===== config.mk =====
export PLATFORM = sky130hd
export DESIGN_NAME = uart_aes_frame_ctrl
export DESIGN_NICKNAME = d
export VERILOG_FILES = /design/src/rtl/uart_aes_frame_ctrl.sv
export SDC_FILE = /design/constraint.sdc
export NUM_CORES = 1
export LEC_CHECK = 0
export ABC_CLOCK_PERIOD_IN_PS = 24300
export CAP_MARGIN = 20
export CELL_PAD_IN_SITES_DETAIL_PLACEMENT = 0
export CELL_PAD_IN_SITES_GLOBAL_PLACEMENT = 2
export CORE_MARGIN = 1.5
export CORE_UTILIZATION = 35
export DETAILED_ROUTE_END_ITERATION = 6
export PLACE_DENSITY_LB_ADDON = 0.1
export SLEW_MARGIN = 20
export SYNTH_ARGS = -nofsm -noshare
export SYNTH_HDL_FRONTEND = slang
export SYNTH_SLANG_ARGS = --single-unit

===== constraint.sdc =====
create_clock -name uart_clock -period 24.3 [get_ports uart_clock]
set_clock_uncertainty 0.2 [all_clocks]
set_input_delay 2.43 -clock uart_clock [delete_from_list [all_inputs] [get_ports uart_clock]]
set_output_delay 2.43 -clock uart_clock [all_outputs]
set_load 0.005 [all_outputs]

===== src/rtl/uart_aes_frame_ctrl.sv =====
// uart_aes_frame_ctrl
// Command/frame sequencer sitting between a UART byte receiver and an
// AES-128 core. A command byte selects the destination (key or plaintext),
// the following 16 bytes are assembled MSB-first, a complete plaintext frame
// launches the core, and the 16-byte ciphertext is streamed back out through
// a start/busy transmitter handshake. Partial frames are dropped after an
// inter-byte timeout.
//
// Ports:
//   uart_clock, uart_reset  clock, asynchronous active-high reset
//   rx_data, rx_valid       received byte and its level valid (rising edge = byte)
//   aes_key, aes_data       assembled key / plaintext registers
//   aes_start               one-cycle start pulse to the AES core
//   aes_done, aes_result    completion pulse and ciphertext from the AES core
//   tx_data, tx_start       byte and one-cycle request to the transmitter
//   tx_busy                 transmitter busy
//   key_valid               a full key has been loaded since reset
//   frame_error             one-cycle pulse: timeout, or data command without key
//   busy                    sequencer is not idle
module uart_aes_frame_ctrl #(
  parameter logic [23:0] timeout_cycles = 24'd500000,
  parameter logic [7:0]  cmd_key        = 8'hA5,
  parameter logic [7:0]  cmd_data       = 8'h5A
) (
  input  logic         uart_clock,
  input  logic         uart_reset,
  input  logic [7:0]   rx_data,
  input  logic         rx_valid,
  output logic [127:0] aes_key,
  output logic [127:0] aes_data,
  output logic         aes_start,
  input  logic         aes_done,
  input  logic [127:0] aes_result,
  output logic [7:0]   tx_data,
  output logic         tx_start,
  input  logic         tx_busy,
  output logic         key_valid,
  output logic         frame_error,
  output logic         busy
);

  typedef enum logic [2:0] {
    IDLE       = 3'd0,
    RX_PAYLOAD = 3'd1,
    START_AES  = 3'd2,
    WAIT_AES   = 3'd3,
    TX_LOAD    = 3'd4,
    TX_ACK     = 3'd5,
    TX_DRAIN   = 3'd6
  } state_t;

  state_t         state_q, state_d;
  logic           rx_valid_q;
  logic           dest_data_q, dest_data_d;   // 1: plaintext frame, 0: key frame
  logic [3:0]     byte_cnt_q, byte_cnt_d;
  logic [127:0]   shift_q, shift_d;
  logic [23:0]    timeout_q, timeout_d;
  logic [127:0]   aes_key_q, aes_key_d;
  logic [127:0]   aes_data_q, aes_data_d;
  logic           key_valid_q, key_valid_d;
  logic           aes_start_q, aes_start_d;
  logic           frame_error_q, frame_error_d;
  logic [127:0]   tx_shift_q, tx_shift_d;
  logic [3:0]     tx_cnt_q, tx_cnt_d;
  logic [7:0]     tx_data_q, tx_data_d;
  logic           tx_start_q, tx_start_d;

  logic           rx_evt_s;
  logic [127:0]   assembled_s;

  // A level held high on rx_valid yields a single byte event.
  assign rx_evt_s    = rx_valid & ~rx_valid_q;
  assign assembled_s = {shift_q[119:0], rx_data};

  // Next-state and next-register computation for the sequencer.
  always_comb begin
    state_d       = state_q;
    dest_data_d   = dest_data_q;
    byte_cnt_d    = byte_cnt_q;
    shift_d       = shift_q;
    timeout_d     = timeout_q;
    aes_key_d     = aes_key_q;
    aes_data_d    = aes_data_q;
    key_valid_d   = key_valid_q;
    aes_start_d   = 1'b0;
    frame_error_d = 1'b0;
    tx_shift_d    = tx_shift_q;
    tx_cnt_d      = tx_cnt_q;
    tx_data_d     = tx_data_q;
    tx_start_d    = 1'b0;

    case (state_q)
      IDLE: begin
        if (rx_evt_s && (rx_data == cmd_key)) begin
          dest_data_d = 1'b0;
          byte_cnt_d  = 4'd0;
          timeout_d   = 24'd0;
          state_d     = RX_PAYLOAD;
        end else if (rx_evt_s && (rx_data == cmd_data)) begin
          if (key_valid_q) begin
            dest_data_d = 1'b1;
            byte_cnt_d  = 4'd0;
            timeout_d   = 24'd0;
            state_d     = RX_PAYLOAD;
          end else begin
            frame_error_d = 1'b1;
          end
        end else begin
          state_d = IDLE;
        end
      end

      RX_PAYLOAD: begin
        // A byte arriving in the timeout cycle wins over the timeout.
        if (rx_evt_s) begin
          shift_d    = assembled_s;
          byte_cnt_d = byte_cnt_q + 4'd1;
          timeout_d  = 24'd0;
          if (byte_cnt_q == 4'd15) begin
            if (dest_data_q) begin
              aes_data_d  = assembled_s;
              aes_start_d = 1'b1;
              state_d     = START_AES;
            end else begin
              aes_key_d   = assembled_s;
              key_valid_d = 1'b1;
              state_d     = IDLE;
            end
          end else begin
            state_d = RX_PAYLOAD;
          end
        end else if (timeout_q == (timeout_cycles - 24'd1)) begin
          frame_error_d = 1'b1;
          timeout_d     = 24'd0;
          state_d       = IDLE;
        end else begin
          timeout_d = timeout_q + 24'd1;
        end
      end

      START_AES: begin
        state_d = WAIT_AES;
      end

      WAIT_AES: begin
        if (aes_done) begin
          tx_shift_d = aes_result;
          tx_cnt_d   = 4'd0;
          state_d    = TX_LOAD;
        end else begin
          state_d = WAIT_AES;
        end
      end

      TX_LOAD: begin
        if (!tx_busy) begin
          tx_data_d  = tx_shift_q[127:120];
          tx_start_d = 1'b1;
          state_d    = TX_ACK;
        end else begin
          state_d = TX_LOAD;
        end
      end

      TX_ACK: begin
        if (tx_busy) begin
          state_d = TX_DRAIN;
        end else begin
          state_d = TX_ACK;
        end
      end

      TX_DRAIN: begin
        if (!tx_busy) begin
          tx_shift_d = {tx_shift_q[119:0], 8'h00};
          tx_cnt_d   = tx_cnt_q + 4'd1;
          if (tx_cnt_q == 4'd15) begin
            state_d = IDLE;
          end else begin
            state_d = TX_LOAD;
          end
        end else begin
          state_d = TX_DRAIN;
        end
      end

      default: begin
        state_d = IDLE;
      end
    endcase
  end

  // State and datapath registers; reset clears everything including key_valid.
  always_ff @(posedge uart_clock or posedge uart_reset) begin
    if (uart_reset) begin
      state_q       <= IDLE;
      rx_valid_q    <= 1'b0;
      dest_data_q   <= 1'b0;
      byte_cnt_q    <= 4'd0;
      shift_q       <= 128'd0;
      timeout_q     <= 24'd0;
      aes_key_q     <= 128'd0;
      aes_data_q    <= 128'd0;
      key_valid_q   <= 1'b0;
      aes_start_q   <= 1'b0;
      frame_error_q <= 1'b0;
      tx_shift_q    <= 128'd0;
      tx_cnt_q      <= 4'd0;
      tx_data_q     <= 8'd0;
      tx_start_q    <= 1'b0;
    end else begin
      state_q       <= state_d;
      rx_valid_q    <= rx_valid;
      dest_data_q   <= dest_data_d;
      byte_cnt_q    <= byte_cnt_d;
      shift_q       <= shift_d;
      timeout_q     <= timeout_d;
      aes_key_q     <= aes_key_d;
      aes_data_q    <= aes_data_d;
      key_valid_q   <= key_valid_d;
      aes_start_q   <= aes_start_d;
      frame_error_q <= frame_error_d;
      tx_shift_q    <= tx_shift_d;
      tx_cnt_q      <= tx_cnt_d;
      tx_data_q     <= tx_data_d;
      tx_start_q    <= tx_start_d;
    end
  end

  assign aes_key     = aes_key_q;
  assign aes_data    = aes_data_q;
  assign aes_start   = aes_start_q;
  assign key_valid   = key_valid_q;
  assign frame_error = frame_error_q;
  assign tx_data     = tx_data_q;
  assign tx_start    = tx_start_q;
  assign busy        = (state_q != IDLE);

endmodule


== Word-level counts from Yosys, hierarchy flattened ==
Index checks and enable logic that the tools add are counted.
Word-level totals
  output and inout port bits: 269
  register bits: 553
  input bits: 141
  logic and storage cells: 102
Cells by class
  eq/ne operators: 18
  bitwise gates (word level): 4
  add/sub/neg operators: 3
  reduce and logical (&&, ||, !) cells: 17
  muxes and demuxes: 45
Operators by type and width (number)
  2-to-1 mux 128 bit: 2
  case mux 128 bit (2 select lines): 1
  2-to-1 mux 24 bit: 5
  case mux 24 bit (2 select lines): 1
  2-to-1 mux 3 bit: 9
  adder 24 x 1 -> 24 bit (second input constant): 1
  equality test 24 x 19 -> 1 bit (second input constant): 1
  2-to-1 mux 4 bit: 6
  case mux 3 bit (7 select lines): 1
  case mux 4 bit (2 select lines): 2
  2-to-1 mux 1 bit: 15
  AND reduction 4 bit: 3
  equality test 3 bit (second input constant): 3
  inequality test 3 bit (second input constant): 3
  AND reduction 3 bit: 3
  adder 4 x 1 -> 4 bit (second input constant): 2
  equality test 4 bit (second input constant): 2
  equality test 8 x 7 -> 1 bit (second input constant): 1
  equality test 8 bit (second input constant): 1
  nonzero test 2 bit: 4
  equality test 3 x 2 -> 1 bit (second input constant): 2
  inequality test 2 bit (second input constant): 3
  AND reduction 2 bit: 3
  2-to-1 mux 2 bit: 2
  other kinds (8): 11

== Depth between registers and ports, before layout ==
  depth in word-level cells: 6
  mapped depth: 10
  gate-level depth less buffers: 6

== Worst setup path after synthesis ==
Ideal clock, no wire load.
  kind: input-to-reg
  from: in rx_valid
  to: reg aes_key_q[100], in the netlist aes_key[100]
  path buffers: 3
  arrival time: 3.810 ns
  library setup time: 0.127 ns
  setup slack: 20.163 ns
  stages on the path: 8
  cells stage by stage: nor2b_1 -> and3_1 -> buf_6 -> nand4_1 -> nor2_1 -> buf_4 -> buf_6 -> mux2_1
Between the ends
  word-level cells in the longest chain between the ends: 2
RTL lines
  start: declaration: RTL line 28  | input logic rx_valid,
  bitwise AND 1 bit: RTL line 72  | assign rx_evt_s = rx_valid & ~rx_valid_q;
  AND reduction 4 bit (no line)
  end signal: assignment: RTL line 218  | aes_key_q <= aes_key_d;
  end: declaration: RTL line 58  | logic [127:0] aes_key_q, aes_key_d;
No other way between the ends.
A chain may end at the register's enable or synchronous reset.

== Worst setup path in the final report ==
  from: in rx_valid
  to: reg aes_key_q[67], in the netlist aes_key[67]
The elaborated chain is that of the path after synthesis.

==> results.sh <==
export IMPL_die_width_um=258
export IMPL_grt_max_degree=174
export IMPL_clk_latency_ps=620
export IMPL_maxCapViolCount=0
export IMPL_worst_setup_path_start_kind="input port"
export IMPL_end_kind="flip-flop"
export IMPL_fillers=5913
export IMPL_tightest_slew_ps=1050
export IMPL_yosysWarnings=0
export IMPL_via_per_inst=4.66
export IMPL_hp_class="reg2reg"
export IMPL_grt_pass1_vias=15000
export IMPL_cts_resized=0
export IMPL_cp_required_ps=24590
export IMPL_synth_seq_area_share_pct=60.9
export IMPL_root_buffer="clkbuf_16"
export IMPL_pin_count=410
export IMPL_syn_nets=1990
export IMPL_clk_path_buf_depth=3
export IMPL_synth_cell_types=50
export IMPL_fin_crit_sh_pct=28.2
export IMPL_ys_flop_type="dfrtp_1"
export IMPL_antenna_cells=0
export IMPL_cts_tree="built"
export IMPL_fmax_mhz=146
export IMPL_core_um2=64300
export IMPL_grtUsageTotal_pct=18.3
export IMPL_drcViolationCount=0
export IMPL_first_pass_iters=5
export IMPL_drt_iter0_drc=907
export IMPL_crit_type="in2reg"
export IMPL_drv_slew=0
export IMPL_fin_tns_setup_ps=0
export IMPL_crit_fanout=91
export IMPL_arrival_ps=7150
export IMPL_max_slew_margin_rel_pct=30.3
export IMPL_syn2layout_area_growth_pct=29.8
export IMPL_grt_setup_unrepaired="no"
export IMPL_totalWireLength_um=60700
export IMPL_avgRoutedWirePerCell_um=19.4
export IMPL_powerDensity_nw_per_um2=67.7
export IMPL_period_minus_slack_ps=6860
export IMPL_dp_hpwl_um=40100
export IMPL_layoutNonFillerInstCount=3127
export IMPL_die_h_um=258
export IMPL_cts_buffers=61
export IMPL_antenna_found_initial=1
export IMPL_synth_edf_count=0
export IMPL_avgSynthCellArea_um2=12.3
export IMPL_final_util_pct=45.8
export IMPL_overflow=0
export IMPL_nNetsFinal=2368
export IMPL_numClockSinks=553
export IMPL_layout_commonest_cell="dfrtp_1"
export IMPL_status="finished, final reports clean"
export IMPL_vias=14600
export IMPL_initial_core_util_pct=35.3
export IMPL_h_tree_depth=2
export IMPL_row_count=93
export IMPL_post_cts_buffers=0
export IMPL_synthCells=1846
export IMPL_hold_violations=0
export IMPL_die_area_um2=66500
export IMPL_async_flop_share_pct=100
export IMPL_p_leak_nw=14.9
export IMPL_whs_ps=276
export IMPL_place_ws_ps=16760
export IMPL_grt_pass1_wl_um=94900
export IMPL_final_setup_viol_count=0
export IMPL_place_inst=3016
export IMPL_drive_gt1_share_pct=12.2
export IMPL_gp_congestion=0.755
export IMPL_final_cell_mix="dfrtp_1 (553), nand2_1 (501), clkdlybuf4s50_1 (409)"
export IMPL_ir_worst_vdd_uv=58.9
export IMPL_synth_area_um2=22700
export IMPL_ys_ff_latch=553
export IMPL_worst_slack_ps=17440
export IMPL_cts_hold_buf=0
export IMPL_drtAntennaViolNets=0
export IMPL_numPortBuffers=409
export IMPL_clk_pin_slew_worst_paths_ps=60
flip-flops by register name, summed over array words and instances (netlist names):
| register | flops |
|---|---|
| state_q | 3 |
| aes_start | 1 |
| tx_data | 8 |
| aes_data | 128 |
| timeout_q | 24 |
| tx_cnt_q | 4 |
| shift_q | 120 |
| tx_start | 1 |
| frame_error | 1 |
| dest_data_q | 1 |
| key_valid | 1 |
| aes_key | 128 |
| rx_valid_q | 1 |
| byte_cnt_q | 4 |
| tx_shift_q | 128 |
cell usage after synthesis (4+ instances only):
cell,count,share of area (%)
dfrtp_1,553,61
mux2_4,98,6.5
buf_1,11,0.18
and3_1,7,0.19
nand2b_1,8,0.22
mux2i_1,122,5.4
mux2_1,115,5.7
clkbuf_1,37,0.61
buf_8,10,0.66
buf_2,33,0.73
a22o_1,15,0.58
nand3b_1,4,0.13
nor4_1,4,0.11
xor2_1,5,0.19
nand4_1,11,0.30
buf_6,15,0.74
nand2_1,501,8.3
inv_1,8,0.13
a21oi_1,16,0.35
a31oi_1,16,0.44
nand3_1,15,0.33
o21ai_0,127,2.8
mux2_2,53,2.6
nor3_1,5,0.11
nor2_1,14,0.23
per-layer routing:
metal  global-route usage (%)  vias up  share of wire [%]
li1                         -     7054                  -
met1                     25.0     7169                 46
met2                     28.9      284                 46
met3                     4.96       70                6.2
met4                     4.32        2                1.8
met5                        0        -              0.012
critical path: stages:
cell and delay [ps]:
clkdlybuf4s50_1 490, nor2b_1 350, and3_4 540, buf_4 820, nand4_1 300, nor2_4 700
buf_4 880, mux2_1 390
stage by stage:
step / cell area [um^2] / total power [W]
2_1_floorplan: 22700 / 0.00102
5_1_grt: 29500 / 0.00208
6_report: 29500 / 0.00200
3_5_place_dp: 27400 / 0.00107
4_1_cts: 29500 / 0.00203
3_3_place_gp: 27400 / 0.00106
where the power goes:
part,internal [W],leakage [nW],switching (W)
Combinational,0.0000377,6.13,0.0000516
Clock,0.000575,1.03,0.000376
Sequential,0.000937,7.70,0.0000202
worst paths after layout:
| path | startpoint | to | slack (ps) | cells after the start |
|---|---|---|---|---|
| hold / removal | tx_shift_q[70] | tx_shift_q[70] | 280 | 2 |
| hold reg to reg | tx_shift_q[70] | tx_shift_q[70] | 280 | 2 |
| min in group asynchronous | uart_reset | tx_shift_q[86] | 2120 | 2 |
| max in group asynchronous | uart_reset | shift_q[6] | 18630 | 5 |
| setup reg to reg | state_q[1] | aes_key[67] | 19330 | 7 |
| setup / recovery | rx_valid | aes_key[67] | 17440 | 8 |
area by class of cell:
type                    count  area [um^2]  share of cell area (%)
flip-flops and latches    553        13800                    46.9
multi-input cells        1177         8250                    28.0
repair buffers            423         4230                    14.3
clock buffers              94         1860                    6.31
well taps                 855         1070                    3.63
clock inverters            17          223                   0.755
inverters                   8         37.5                   0.127
kinds of logic after synthesis:
| family | after synthesis | synth area share (%) |
|---|---|---|
| AND/OR/NAND/NOR | 593 | 10.8 |
| adder cells (fa/ha/maj) | 3 | 0.165 |
| XOR/XNOR | 8 | 0.308 |
| AO/OA/AOI/OAI | 185 | 4.55 |
| multiplexers | 388 | 20.2 |
| flip-flops | 553 | 60.9 |
| buffers and inverters | 116 | 3.12 |
Power figures use the tool's default switching activity.
